`src/rtl/hazard_pkg.sv`:
```
// Shared types and constants for the pipeline hazard/stall controller.
// No logic; FSM state encoding, idle control values, default load-use depth.
// Imported by hazard_ctrl.
package hazard_pkg;

  // Load-use controller states: normal issue, or owing further bubbles.
  typedef enum logic {
    RUN       = 1'b0,
    LOAD_WAIT = 1'b1
  } state_t;

  // Bubbles inserted per load-use hazard when not overridden.
  localparam int DEFAULT_LOAD_USE_CYCLES = 1;

  // Control outputs when nothing is stalling, freezing or flushing.
  localparam logic IDLE_PC_WRITE    = 1'b1;
  localparam logic IDLE_IFID_WRITE  = 1'b1;
  localparam logic IDLE_IDEX_BUBBLE = 1'b0;
  localparam logic IDLE_IFID_FLUSH  = 1'b0;
  localparam logic IDLE_PIPE_FREEZE = 1'b0;

endpackage

```
`src/rtl/hazard_match.sv`:
```
// Source-operand match: does a destination register feed a source the ID instruction reads.
// Latency: purely combinational.
// Backpressure: none; r0 and unused sources never match.
module hazard_match #(
  parameter int REG_ADDR_W = 5
) (
  input  logic [REG_ADDR_W-1:0] dst,
  input  logic [REG_ADDR_W-1:0] addr_rs,
  input  logic [REG_ADDR_W-1:0] addr_rt,
  input  logic                  uses_rs,
  input  logic                  uses_rt,
  output logic                  hit
);

  // Writes to r0 are discarded, so they can never create a dependency.
  always_comb begin
    hit = (dst != '0) &&
          ((uses_rs && (dst == addr_rs)) || (uses_rt && (dst == addr_rt)));
  end

endmodule

```
`src/rtl/hazard_ctrl.sv`:
```
// Hazard detection / stall controller beside IF/ID and ID/EX (load-use, memory wait, branch flush).
// Latency: control outputs combinational in the detection cycle; state and Stall_Cycles registered.
// Backpressure: DMem wait freezes the back end and holds all state; BRANCH_HAZARD_EN adds branch-operand stalls.
module hazard_ctrl
  import hazard_pkg::*;
#(
  parameter int REG_ADDR_W      = 5,
  parameter int LOAD_USE_CYCLES = DEFAULT_LOAD_USE_CYCLES,
  parameter int CNT_W           = 16
) (
  input  logic                  Clk,
  input  logic                  Reset,
  input  logic                  EXE_MemRead,
  input  logic                  EXE_RegWrite,
  input  logic [REG_ADDR_W-1:0] EXE_WriteRegDst,
  input  logic                  MEM_MemRead,
  input  logic                  MEM_MemAccess,
  input  logic [REG_ADDR_W-1:0] MEM_WriteRegDst,
  input  logic [REG_ADDR_W-1:0] ID_AddressRs,
  input  logic [REG_ADDR_W-1:0] ID_AddressRt,
  input  logic                  ID_UsesRs,
  input  logic                  ID_UsesRt,
  input  logic                  ID_Branch,
  input  logic                  Branch_Taken,
  input  logic                  DMem_Ready,
  output logic                  PC_Write,
  output logic                  IFID_Write,
  output logic                  IDEX_Bubble,
  output logic                  IFID_Flush,
  output logic                  Pipe_Freeze,
  output logic [CNT_W-1:0]      Stall_Cycles
);

  localparam int LW_W = $clog2(LOAD_USE_CYCLES + 1);

  state_t          state_q, state_d;
  logic [LW_W-1:0] lw_cnt_q, lw_cnt_d;
  logic            exe_hit, mem_hit;
  logic            load_use, mem_wait;

  hazard_match #(.REG_ADDR_W(REG_ADDR_W)) u_exe_match (
    .dst     (EXE_WriteRegDst),
    .addr_rs (ID_AddressRs),
    .addr_rt (ID_AddressRt),
    .uses_rs (ID_UsesRs),
    .uses_rt (ID_UsesRt),
    .hit     (exe_hit)
  );

  hazard_match #(.REG_ADDR_W(REG_ADDR_W)) u_mem_match (
    .dst     (MEM_WriteRegDst),
    .addr_rs (ID_AddressRs),
    .addr_rt (ID_AddressRt),
    .uses_rs (ID_UsesRs),
    .uses_rt (ID_UsesRt),
    .hit     (mem_hit)
  );

  assign load_use = EXE_MemRead && exe_hit;
  assign mem_wait = MEM_MemAccess && !DMem_Ready;

`ifdef BRANCH_HAZARD_EN
  logic branch_hazard;
  // A branch resolved in ID needs its operands now; any in-flight producer stalls it.
  assign branch_hazard = ID_Branch && ((EXE_RegWrite && exe_hit) || (MEM_MemRead && mem_hit));
`else
  logic unused_branch_inputs;
  assign unused_branch_inputs = ^{ID_Branch, EXE_RegWrite, MEM_MemRead, mem_hit};
`endif

  // Prioritised control decode: memory wait, then load-use, then branch hazard, then flush.
  always_comb begin
    state_d     = state_q;
    lw_cnt_d    = lw_cnt_q;
    PC_Write    = IDLE_PC_WRITE;
    IFID_Write  = IDLE_IFID_WRITE;
    IDEX_Bubble = IDLE_IDEX_BUBBLE;
    IFID_Flush  = IDLE_IFID_FLUSH;
    Pipe_Freeze = IDLE_PIPE_FREEZE;
    if (Reset) begin
      // idle outputs; state cleared in the register process
    end else if (mem_wait) begin
      // Whole pipe holds; EX is held too, so a pending hazard is re-seen afterwards.
      Pipe_Freeze = 1'b1;
      PC_Write    = 1'b0;
      IFID_Write  = 1'b0;
    end else if (state_q == LOAD_WAIT) begin
      PC_Write    = 1'b0;
      IFID_Write  = 1'b0;
      IDEX_Bubble = 1'b1;
      lw_cnt_d    = lw_cnt_q - LW_W'(1);
      if (lw_cnt_q == LW_W'(1)) state_d = RUN;
    end else if (load_use) begin
      PC_Write    = 1'b0;
      IFID_Write  = 1'b0;
      IDEX_Bubble = 1'b1;
      if (LOAD_USE_CYCLES > 1) begin
        state_d  = LOAD_WAIT;
        lw_cnt_d = LW_W'(LOAD_USE_CYCLES - 1);
      end
`ifdef BRANCH_HAZARD_EN
    end else if (branch_hazard) begin
      PC_Write    = 1'b0;
      IFID_Write  = 1'b0;
      IDEX_Bubble = 1'b1;
`endif
    end else if (Branch_Taken) begin
      // Only flush when the branch actually leaves ID this cycle.
      IFID_Flush = 1'b1;
    end
  end

  // FSM state and remaining-bubble counter.
  always_ff @(posedge Clk) begin
    if (Reset) begin
      state_q  <= RUN;
      lw_cnt_q <= '0;
    end else begin
      state_q  <= state_d;
      lw_cnt_q <= lw_cnt_d;
    end
  end

  // Saturating count of cycles in which the PC was held.
  always_ff @(posedge Clk) begin
    if (Reset) begin
      Stall_Cycles <= '0;
    end else if (!PC_Write && (Stall_Cycles != '1)) begin
      Stall_Cycles <= Stall_Cycles + CNT_W'(1);
    end
  end

endmodule
```
`config.mk`:
```
export PLATFORM = sky130hd
export DESIGN_NAME = hazard_ctrl
export DESIGN_NICKNAME = d
export VERILOG_FILES = /design/src/rtl/hazard_pkg.sv /design/src/rtl/hazard_match.sv /design/src/rtl/hazard_ctrl.sv
export SDC_FILE = /design/constraint.sdc
export NUM_CORES = 1
export LEC_CHECK = 0
export ABC_AREA = 0
export CORE_UTILIZATION = 37
export CTS_BUF_LIST = sky130_fd_sc_hd__clkbuf_16
export CTS_CLUSTER_DIAMETER = 200
export DETAILED_ROUTE_END_ITERATION = 8
export PLACE_DENSITY_LB_ADDON = 0.25
export REMOVE_ABC_BUFFERS = 1
export SLEW_MARGIN = 20
export SYNTH_ARGS = -nofsm -noshare
export SYNTH_HDL_FRONTEND = slang
export SYNTH_SLANG_ARGS = --single-unit
```
`constraint.sdc`:
```
create_clock -name Clk -period 2.8 [get_ports Clk]
set_clock_uncertainty 0.05 [all_clocks]
set_input_delay 0.56 -clock Clk [delete_from_list [all_inputs] [get_ports Clk]]
set_output_delay 0.56 -clock Clk [all_outputs]
set_load 0.005 [all_outputs]
```
### Yosys cells after proc, flatten, opt, wreduce, memory -nomap -nowiden

Index checks and enable logic that the tools add are counted.

* input port bits: 31
* output and inout bits: 21
* register bits: 18

* bitwise logic cells: 1
* $add $sub $neg: 2
* equality and inequality tests: 3
* reductions and logical operators: 11
* muxes and demuxes: 17

Operators by type and width (number)
* $mux 1: 17
* $add 16x1->16 const B: 1
* $ne 16x16->1 const B: 1
* $eq 5x5->1: 2
* $logic_and 1x1->1: 6
* $reduce_bool 5->1: 1
* $logic_not 1->1: 2
* $reduce_and 2->1: 1
* $logic_or 1x1->1: 1
* $not 1->1: 1
* $sub 1x1->1 const B: 1

### Depth between registers and ports, before layout

* depth after elaboration: 11
* mapped depth: 8
* depth with buffers taken out: 7

### Cells and area by module

Synthesis repeated with hierarchy kept, for this count alone.

* cells, all modules: 129
* area, all modules: 1082.3 µm²

Modules (own cells, without submodules)
* hazard_ctrl: area an instance 949.7 µm², times used 1, cells each 112
* hazard_match: area an instance 132.6 µm², times used 1, cells each 17

### Least setup slack after synthesis

No wires, ideal clock.

* kind: input to output
* start: input port EXE_WriteRegDst[0]
* end: output port PC_Write
* cell stages on the path: 7
* buffers on the path: 2
* data arrival time: 1865 ps
* path slack: 325 ps
* cells stage by stage: or4_1 > o21ai_2 > inv_2 > a21boi_2 > buf_6 > or2_1 > buf_4

* cells in the longest elaborated chain, start to end: 9
* elaborated cells on any way between the ends: 12
* those cells by class: 2 x eq/ne; 4 x mux; 6 x reduce/logical

RTL lines
* from (decl): RTL line hazard_ctrl.sv:15 `input logic [REG_ADDR_W-1:0] EXE_WriteRegDst,`
* $eq 5x5->1: RTL line hazard_match.sv:18 `((uses_rs && (dst == addr_rs)) || (uses_rt && (dst == addr_rt)));`
* $logic_and 1x1->1: RTL line hazard_match.sv:18
* $logic_or 1x1->1: RTL line hazard_match.sv:18
* $logic_and 1x1->1 *: RTL line hazard_match.sv:17 `hit = (dst != '0) &&`
* $logic_and 1x1->1 *: RTL line hazard_ctrl.sv:59 `assign load_use = EXE_MemRead && exe_hit;`
* $mux 1 * (4 in a row)
* to (decl): RTL line hazard_ctrl.sv:26 `output logic PC_Write,`

Every way passes the cells marked *; elsewhere a longest branch is shown, timed or not.

### Final worst setup path

* start: input port ID_AddressRs[1]
* end: output port PC_Write

* cells in the longest elaborated chain, start to end: 9

RTL lines
* from (decl): RTL line hazard_ctrl.sv:19 `input logic [REG_ADDR_W-1:0] ID_AddressRs,`
* $eq 5x5->1: RTL line hazard_match.sv:18
* $logic_and 1x1->1: RTL line hazard_match.sv:18
* $logic_or 1x1->1: RTL line hazard_match.sv:18
* $logic_and 1x1->1: RTL line hazard_match.sv:17
* $logic_and 1x1->1: RTL line hazard_ctrl.sv:59
* $mux 1: RTL line hazard_ctrl.sv:93 `end else if (load_use) begin`
* $mux 1: RTL line hazard_ctrl.sv:87 `end else if (state_q == LOAD_WAIT) begin`
* $mux 1: RTL line hazard_ctrl.sv:82 `end else if (mem_wait) begin`
* $mux 1: RTL line hazard_ctrl.sv:80 `if (Reset) begin`

No other way between the ends.

==> results by group <==
Setup path
  – Crit-path max FO: 2
  – Reg2reg end: Stall_Cycles[6]
  – CP endpoint kind: primary output
  – Reg2Reg Launch Point: Stall_Cycles[0]
  – Crit path launch type: primary input
  – CP arrival: 2.17 ns
  – Worst Path Required: 2.19 ns
  – FF-to-FF path depth: 7
  – WS Path Type: in -> out
  – R2r setup slk: 0.73 ns

Clock network
  – Clock Tree Buf Depth: 2
  – Worst skew pair latency: 0.25 ns
  – Clk pin slew, worst setup/hold paths: 0.05 ns
  – Clk sinks: 18
  – H-tree depth: 1
  – Num CTS Buffers: 3
  – CTS tree: yes
  – Root cell of the clock tree: clkbuf_16
  – Hold_buf cts: 0

Drt
  – Post-Route WL: 2910 µm
  – 1st-iter DRT viols: 30
  – TritonRoute pass-1 iters: 4
  – WL/cell: 13.2 µm
  – Drc violations: 0
  – Metal2 WL: 1460 µm
  – Wire length on met1: 1260 µm
  – Vias per cell: 5.47
  – DR vias: 1204
  – Met3 wire length: 156 µm
  – DR top layer: met4
  – Antenna Nets Post-Route: 0

Floorplanning
  – Initial Utilization: 39.3%
  – Die Y: 56.3 µm
  – I/O Pins: 52
  – Full die area: 3170 µm²
  – Cell Rows: 19
  – Die width: 56.3 µm
  – CORE AREA: 2780 µm²

Min path
  – Hold depth: 1
  – Hold_sp: lw_cnt_q
  – Min-delay worst type: reg -> reg
  – Min-Delay Endpoint: state_q

Logic synthesis
  – Top_reg_cell synth: dfxtp_1
  – Top-area cell type share of the netlist area: 33.0%
  – EDFF count, synth: 0
  – Mapped Area: 1090 µm²
  – Synth warnings: 0
  – Synth cell types: 38
  – Seq/Total Area, Yosys: 33.0%
  – Area contributors post-synth: dfxtp_1 33%, xnor2_1 8.0%, a21oi_1 6.4%
  – Yosys reg bits: 18
  – Most numerous cell in the Yosys netlist: dfxtp_1
  – Synth cell count leaders: 18 x dfxtp_1, 14 x a21oi_1, 10 x xnor2_1, 9 x nand3_1, 8 x or3_1
  – Post-Syn Area per Cell: 8.53 µm²
  – Post-Synthesis Cells: 128
  – Async S/R FF share, synth: 0%
  – Leading area contributor after synthesis: dfxtp_1

Cells and area
  – Synthesis-to-finish area growth: 60.0%
  – Non-filler instance count after layout: 220
  – Multi-input logic area: 702 µm²
  – N_diodes: 0
  – Share of layout cells above drive strength 1: 20.6%
  – Cell area after layout: 1750 µm²
  – Fill cells: 253
  – Register area: 360 µm²
  – NumNets Final: 223

GRT
  – First-pass GRT wire length: 4890 µm
  – Total global routing overflow: 0
  – Vias in the first global route: 1163
  – Pin count of the biggest net entering global routing: 17
  – Initial antenna violation count: 0
  – Total GRT Usage: 19.4%

Placement
  – Placed cell areas: 1630 µm²
  – Placed Cells: 211
  – Port bufs: 43
  – Routability cong.: 0.713
  – Final HPWL DP: 2180 µm

STA
  – Final slew viol count: 0
  – Final setup fails: 0
  – Slew @ Worst Pin: 0.683 ns
  – Tmin final: 2.78 ns
  – Worst rel slew slack: 54.4%
  – Final period utilization: 99.4%
  – RSZ-0062 raised after global routing: true
  – Final Hold Viols: 0
  – Max Clk Rate: 359 MHz
  – WHS: 0.404 ns
  – Total negative setup slack: 0 ns

Power
  – Tot Pwr: 652 µW
  – Peak supply drop: 0.399 mV
  – Leakage power total: 0.632 nW
  – PD cells: 373 nW/µm²

Flow run
  – Max-cap viol count: 0

Status
  – Outcome: finished clean
cells by family after synthesis:
| family | Yosys count | synth area share [%] |
|---|---|---|
| AOI/OAI and AO/OA | 33 | 20.3 |
| xor gates and xnor gates | 13 | 10.4 |
| adders and majority gates | 1 | 1.15 |
| buffers and inverters | 7 | 4.12 |
| DFF | 18 | 33.0 |
| muxes | 1 | 0.916 |
| and+or+nand+nor | 55 | 30.1 |
area by class of cell:
cell class                      instances  share of cell area, %
Multi-Input combinational cell        103                   40.2
Timing Repair Buffer                   63                   32.3
Sequential cell                        18                   20.6
Clock buffer                            3                   4.29
Tap cell                               31                   2.22
Inverter                                2                  0.429
where the power goes:
part	internal [mW]	switching [mW]	total (mW)
clock	0.188	0.0897	0.277
combinational	0.0688	0.0450	0.114
sequential	0.258	0.00231	0.261
cells in the final DEF (no fill, tap or decap), drive strengths merged:
cell           synthesis  final
o31ai                  4      4
o21ai                  9      9
and3b                  1      1
ha                     1      1
and3                   3      3
clkbuf                 2      3
dfxtp                 18     18
a211oi                 1      1
nor2b                  1      1
a22oi                  1      1
clkdlybuf4s15          0      1
a21boi                 1      1
or3                    8      8
dlymetal6s2s           0      2
nand3                  9      9
nor3                   1      1
o221ai                 1      1
or2                    1      1
mux2i                  1      1
xnor2                 10     10
nand4                  4      4
nor2                   7      7
inv                    2      2
xor2                   3      3
o2111ai                1      1
nor4b                  1      1
and4                   3      3
a21oi                 14     14
clkdlybuf4s50          0     32
nand2                  7      7
or4                    5      5
dlygate4sd2            0      5
buf                    3     23
o22ai                  1      1
and2                   1      1
nand2b                 3      3
registers in the layout, summed over array words and instances, names as in the netlist:
signal	count
state_q	1
Stall_Cycles	16
lw_cnt_q	1
worst max-delay path, cell delays in order:
cell	delay (ns)
clkdlybuf4s50_1	0.49
xnor2_1	0.12
nand4_1	0.16
o22ai_2	0.26
a21boi_2	0.09
buf_4	0.14
or2_1	0.22
buf_2	0.13
through the flow:
step / setup WS, ns / utilization, %
finish: 0.0181 / 62.8
CTS: 0.00579 / 61.9
detailed placement: -0.396 / 58.6
global placement: -0.383 / 58.6
floorplan: 0.332 / -
global route: -0.0256 / 62.8
per-layer routing:
metal / vias up / global-route usage, %
met5: - / 0
met4: 0 / 6.27
met3: 5 / 2.53
met2: 36 / 37.4
met1: 562 / 21.6
li1: 601 / -
worst max-delay path by stage:
stage | from | to | cells past startpoint
floorplan | EXE_WriteRegDst[0] | IFID_Flush | 5
global placement | EXE_WriteRegDst[0] | IFID_Flush | 7
finish | ID_AddressRs[1] | PC_Write | 8
CTS | EXE_WriteRegDst[3] | IDEX_Bubble | 8
detailed placement | EXE_WriteRegDst[3] | IFID_Flush | 7
global route | ID_AddressRs[2] | PC_Write | 8
what timing repair did:
| action | in CTS | in global routing |
|---|---|---|
| endpoints found under the hold margin | 0 | 0 |
| setup endpoints to repair | 4 | 1 |
| pin swaps | 7 | 6 |
| buffers inserted | 4 | 2 |
| resized for setup | 20 | 4 |
Power figures use the tool's default switching activity.
==> patch 1 (same settings) <==
`REG_ADDR_W` is set to 5 in 2 places; all go to 7.
--- a/src/rtl/hazard_match.sv
+++ b/src/rtl/hazard_match.sv
@@ -2,7 +2,7 @@
 // Latency: purely combinational.
 // Backpressure: none; r0 and unused sources never match.
 module hazard_match #(
-  parameter int REG_ADDR_W = 5
+  parameter int REG_ADDR_W = 7
 ) (
   input  logic [REG_ADDR_W-1:0] dst,
   input  logic [REG_ADDR_W-1:0] addr_rs,
--- a/src/rtl/hazard_ctrl.sv
+++ b/src/rtl/hazard_ctrl.sv
@@ -4,7 +4,7 @@
 module hazard_ctrl
   import hazard_pkg::*;
 #(
-  parameter int REG_ADDR_W      = 5,
+  parameter int REG_ADDR_W      = 7,
   parameter int LOAD_USE_CYCLES = DEFAULT_LOAD_USE_CYCLES,
   parameter int CNT_W           = 16
 ) (
Interface: changed (resized EXE_WriteRegDst, ID_AddressRs, ID_AddressRt and MEM_WriteRegDst); port bits go from 52 to 60. The function was not compared with the original's and may differ.
==> patch 1 against the original RTL <==
The flow now finishes with violations (design-rule violations). Via count decreased by 11%. Final area is 0.50% higher. Wire length down 1.8%. Area after synthesis up 4.2%. Cell count down 3.6%. Sequential power hardly changed. Fmax rose by 4.6%. Sequential cell count stayed put. Power decreased by 2.1%. Synthesized cell count unchanged. Setup slack improved by 0.12 ns. Largest cell class unchanged.
==> patch 1: results (changes against the original RTL) <==
Outcome
  – Status: complete, but fails checks (was finished clean)
  – Violated checks: design-rule violations

Critical path
  – Worst r2r src: Stall_Cycles[0] (unchanged)
  – Crit path DAT: 2.05 ns (was 2.17 ns)
  – Crit-path max FO: 3 (was 2)
  – CP Launch Point: ID_AddressRs[6] (was ID_AddressRs[1])

Min path
  – Hold path start: lw_cnt_q (unchanged)
  – Hold Crit Class: reg2reg (unchanged)

Clock network
  – Skew-Pair Late Insertion Delay: 0.24 ns
  – Post-CTS Setup Inserts: 0 (was 4)
  – Post-cts sizing count: 12 (was 20)
  – Worst-path clk slew: 0.05 ns (about the same)
  – Worst-case clock buffer depth: 2 (unchanged)
  – CTS buffer count: 3 (unchanged)
  – Root buffer cell: clkbuf_16 (unchanged)
  – H-tree levels: 1 (unchanged)

Logic synthesis
  – Average size of a mapped cell: 8.90 um^2 (was 8.53 um^2)
  – Sequential share of the synthesized area: 0.316 (was 0.330)
  – Most used flip-flop cell after synthesis: dfxtp_1 (unchanged)
  – Yosys warns: 0 (unchanged)
  – Count of different cell masters after synthesis: 32 (was 38)
  – Top cells by count, synth: xnor2_1, nor2_1, dfxtp_1 (was dfxtp_1, a21oi_1, xnor2_1)
  – Top post-synthesis cells by area: dfxtp_1, xnor2_1, nor2_1 (was dfxtp_1, xnor2_1, a21oi_1)
  – Ys async rst share: 0 (unchanged)

Finish
  – Largest registers: Stall_Cycles (16), lw_cnt_q (1), state_q (1) (unchanged)
  – Share of cells above drive strength 1: 0.133 (was 0.206)
  – # nets final: 223 (unchanged)
  – Antenna cells: 0 (unchanged)

Detailed routing
  – # DRC: 2 (was 0)
  – Wirelength per Cell: 13.5 um (was 13.2 um)
  – Initial drt markers: 17 (was 30)
  – DRT Pass-1 Iters: 6 (was 4)
  – Via count: 1068 (was 1204)
  – Vias per cell: 5.04 (was 5.47)

Placement
  – Dpl hpwl: 2240 um (was 2180 um)
  – Worst slack at placement: -0.268 ns (was -0.396 ns)
  – I/O Buffers: 49 (was 43)
  – Total placed cells including tap cells: 209 (was 211)
  – Cell Area, Placed: 0.00169 mm^2 (was 0.00163 mm^2)
  – GPL Wtd Cong: 0.826 (was 0.713)

Pwr
  – Sequential power share: 0.409 (was 0.400)
  – Leakage power: 0.652 nW (was 0.632 nW)
  – Net Sw Frac: 0.206 (was 0.210)
  – Logic pwr share: 0.155 (was 0.175)
  – VDD IR max: 0.316 mV (was 0.399 mV)
  – Sw power: 0.000131 W (was 0.000137 W)

Global route
  – Overall routing resource usage: 0.185 (was 0.194)
  – Pin count of the biggest net entering global routing: 24 (was 17)
  – First-pass GRT wire length: 4660 um (was 4890 um)
  – Initial antenna violation count: 0 (unchanged)

STA
  – Rel. slew slack: 0.758 (was 0.544)
## patch 1: changes by cell type after synthesis, moves of 5 or more
cell | before | now
nor2_1 | 7 | 19
nor2b_1 | 1 | 6
xnor2_1 | 10 | 22
or4_1 | 5 | 0
o21ai_1 | 7 | 0
or3_1 | 8 | 0
a211oi_1 | 0 | 7
a21oi_1 | 14 | 2
## patch 1: critical path: stages
cell             delay, ns
clkdlybuf4s50_1       0.48
xnor2_1               0.13
nand4_1               0.13
nor2_2                0.17
o211ai_4              0.09
a211oi_1              0.22
dlygate4sd2_1         0.27
## patch 1: metrics by stage
step / hold slack, ns / TNS [ns]
3_5_place_dp: 0.398 / -0.827
3_3_place_gp: 0.391 / -0.671
5_1_grt: 0.429 / 0
2_1_floorplan: 0.381 / 0
4_1_cts: 0.406 / 0
6_report: 0.404 / 0
## patch 1: per-layer routing
layer	up-vias	routed length [um]	GRT usage
met3	2	106	0.0454
met2	22	1460	0.331
met5	-	0	0
met1	488	1280	0.222
li1	556	-	-
met4	0	8	0.0418
## patch 1: logic make-up after synthesis
| logic type | share of synthesized area |
|---|---|
| buf+inv | 0.0264 |
| flops | 0.316 |
| mux | 0.0681 |
| fa+ha+maj | 0.0110 |
| simple gates | 0.278 |
| compound gates | 0.123 |
| xor+xnor | 0.177 |
## patch 1: layout make-up
type | count | area, um^2
Clock buffer | 3 | 75.1
Fill cell | 261 | 1070
Sequential cell | 18 | 360
Multi-Input combinational cell | 103 | 753
Timing Repair Buffer | 54 | 518
Tap cell | 31 | 38.8
Inverter | 3 | 11.3
## patch 1: path summary, 6_finish.rpt
check,to,slack (ns),depth (start not counted)
worst max-delay path,IDEX_Bubble,0.14,7
worst min-delay path,state_q,0.40,1
worst max register to register,Stall_Cycles[15],0.61,7
worst min register to register,state_q,0.40,1
==> patch 2 (same settings) <==
Made on the original files. Make the reset (`Reset`) asynchronous in 2 clocked blocks.
--- a/src/rtl/hazard_ctrl.sv
+++ b/src/rtl/hazard_ctrl.sv
@@ -111,7 +111,7 @@
   end
 
   // FSM state and remaining-bubble counter.
-  always_ff @(posedge Clk) begin
+  always_ff @(posedge Clk or posedge Reset) begin
     if (Reset) begin
       state_q  <= RUN;
       lw_cnt_q <= '0;
@@ -122,7 +122,7 @@
   end
 
   // Saturating count of cycles in which the PC was held.
-  always_ff @(posedge Clk) begin
+  always_ff @(posedge Clk or posedge Reset) begin
     if (Reset) begin
       Stall_Cycles <= '0;
     end else if (!PC_Write && (Stall_Cycles != '1)) begin
Check against the original RTL: differs if Reset is asserted again (counterexample within 4 cycles, from zero or initial values and one cycle with Reset high); with Reset held inactive, the same outputs for 10 cycles.
==> patch 2 against the original RTL <==
Register-to-register slack got worse by 0.13 ns. Sequential share of layout area grew 6.0 points. Setup slack improved by 0.081 ns. Count of clock-buffer cells in the layout stayed put. Area after synthesis fell by 1.4%. Final area decreased by 3.2%. Sequential cell count did not move. Wire length shrank 18%. Non-clock buffer count is 9 lower. Critical path type unchanged. Largest cell class unchanged.
Power is not compared: it rests on default switching activity, and its combinational part moved more than twofold at a synthesized area within 25%.
==> patch 2: results (changes against the original RTL) <==
Detailed routing
  – DR WL met2: 1230 um (was 1460 um)
  – Initial drt markers: 13 (was 30)

Global route
  – First-pass GRT wire length: 4070 um (was 4890 um)
  – Pin count of the biggest net entering global routing: 16 (was 17)
  – Met1 Use GR: 0.186 (was 0.216)
  – Overall routing resource usage: 0.167 (was 0.194)

Finish
  – Share of cells above drive strength 1: 0.189 (was 0.206)
  – # nets final: 192 (was 223)
  – ClkCell Share: 0.0466 (was 0.0429)
  – Signal buffers: 54 (was 63)

Clock network
  – Post-CTS Setup Inserts: 2 (was 4)
  – Post-cts sizing count: 22 (was 20)

Critical path
  – CP max stage delay: 0.51 ns (was 0.49 ns)
  – Crit-path leading delay family: simple AND/OR/NAND/NOR gates (was buffers and inverters)
  – Worst-case reg-to-reg path depth: 5 (was 7)
  – Crit path DAT: 2.09 ns (was 2.17 ns)
  – Worst r2r src: Stall_Cycles[4] (was Stall_Cycles[0])
  – R2r setup slk: 0.60 ns (was 0.73 ns)
  – CP max-delay cell: or4_4 (was clkdlybuf4s50_1)
  – Worst Setup EP: IFID_Flush (was PC_Write)

Placement
  – Total placed cells including tap cells: 184 (was 211)
  – Dpl hpwl: 1880 um (was 2180 um)

Outcome
  – Status: finished clean (unchanged)

Logic synthesis
  – Top cells by count, synth: dfrtp_1, xor2_1, xnor2_1 (was dfxtp_1, a21oi_1, xnor2_1)
  – Most used flip-flop cell after synthesis: dfrtp_1 (was dfxtp_1)

Min path
  – Hold Path End: lw_cnt_q (was state_q)
patch 2: cell count changes after synthesis, moves of 6 or more:
cell and change:
dfxtp_1 -18, o21ai_1 -6, or3_1 -8, dfrtp_1 +18, a21oi_1 -14, xor2_1 +12
patch 2: cells by family (layout without fill, tap and decap cells):
group | after synthesis | in the layout | share of synthesized area
compound gates | 4 | 4 | 0.0418
flops | 18 | 18 | 0.418
mux | 1 | 1 | 0.0139
simple gates | 50 | 50 | 0.282
xor+xnor | 26 | 26 | 0.211
buf+inv | 3 | 59 | 0.0209
fa+ha+maj | 1 | 1 | 0.0116
patch 2: through the flow:
| step | setup WS (ns) | TNS [ns] | cell area, um^2 |
|---|---|---|---|
| 2_1_floorplan | 0.305 | 0 | 1060 |
| 3_3_place_gp | -0.440 | -1.78 | 1600 |
| 3_5_place_dp | -0.519 | -2.95 | 1600 |
| 4_1_cts | 0.0176 | 0 | 1700 |
| 5_1_grt | 0.00502 | 0 | 1690 |
| 6_report | 0.0994 | 0 | 1690 |
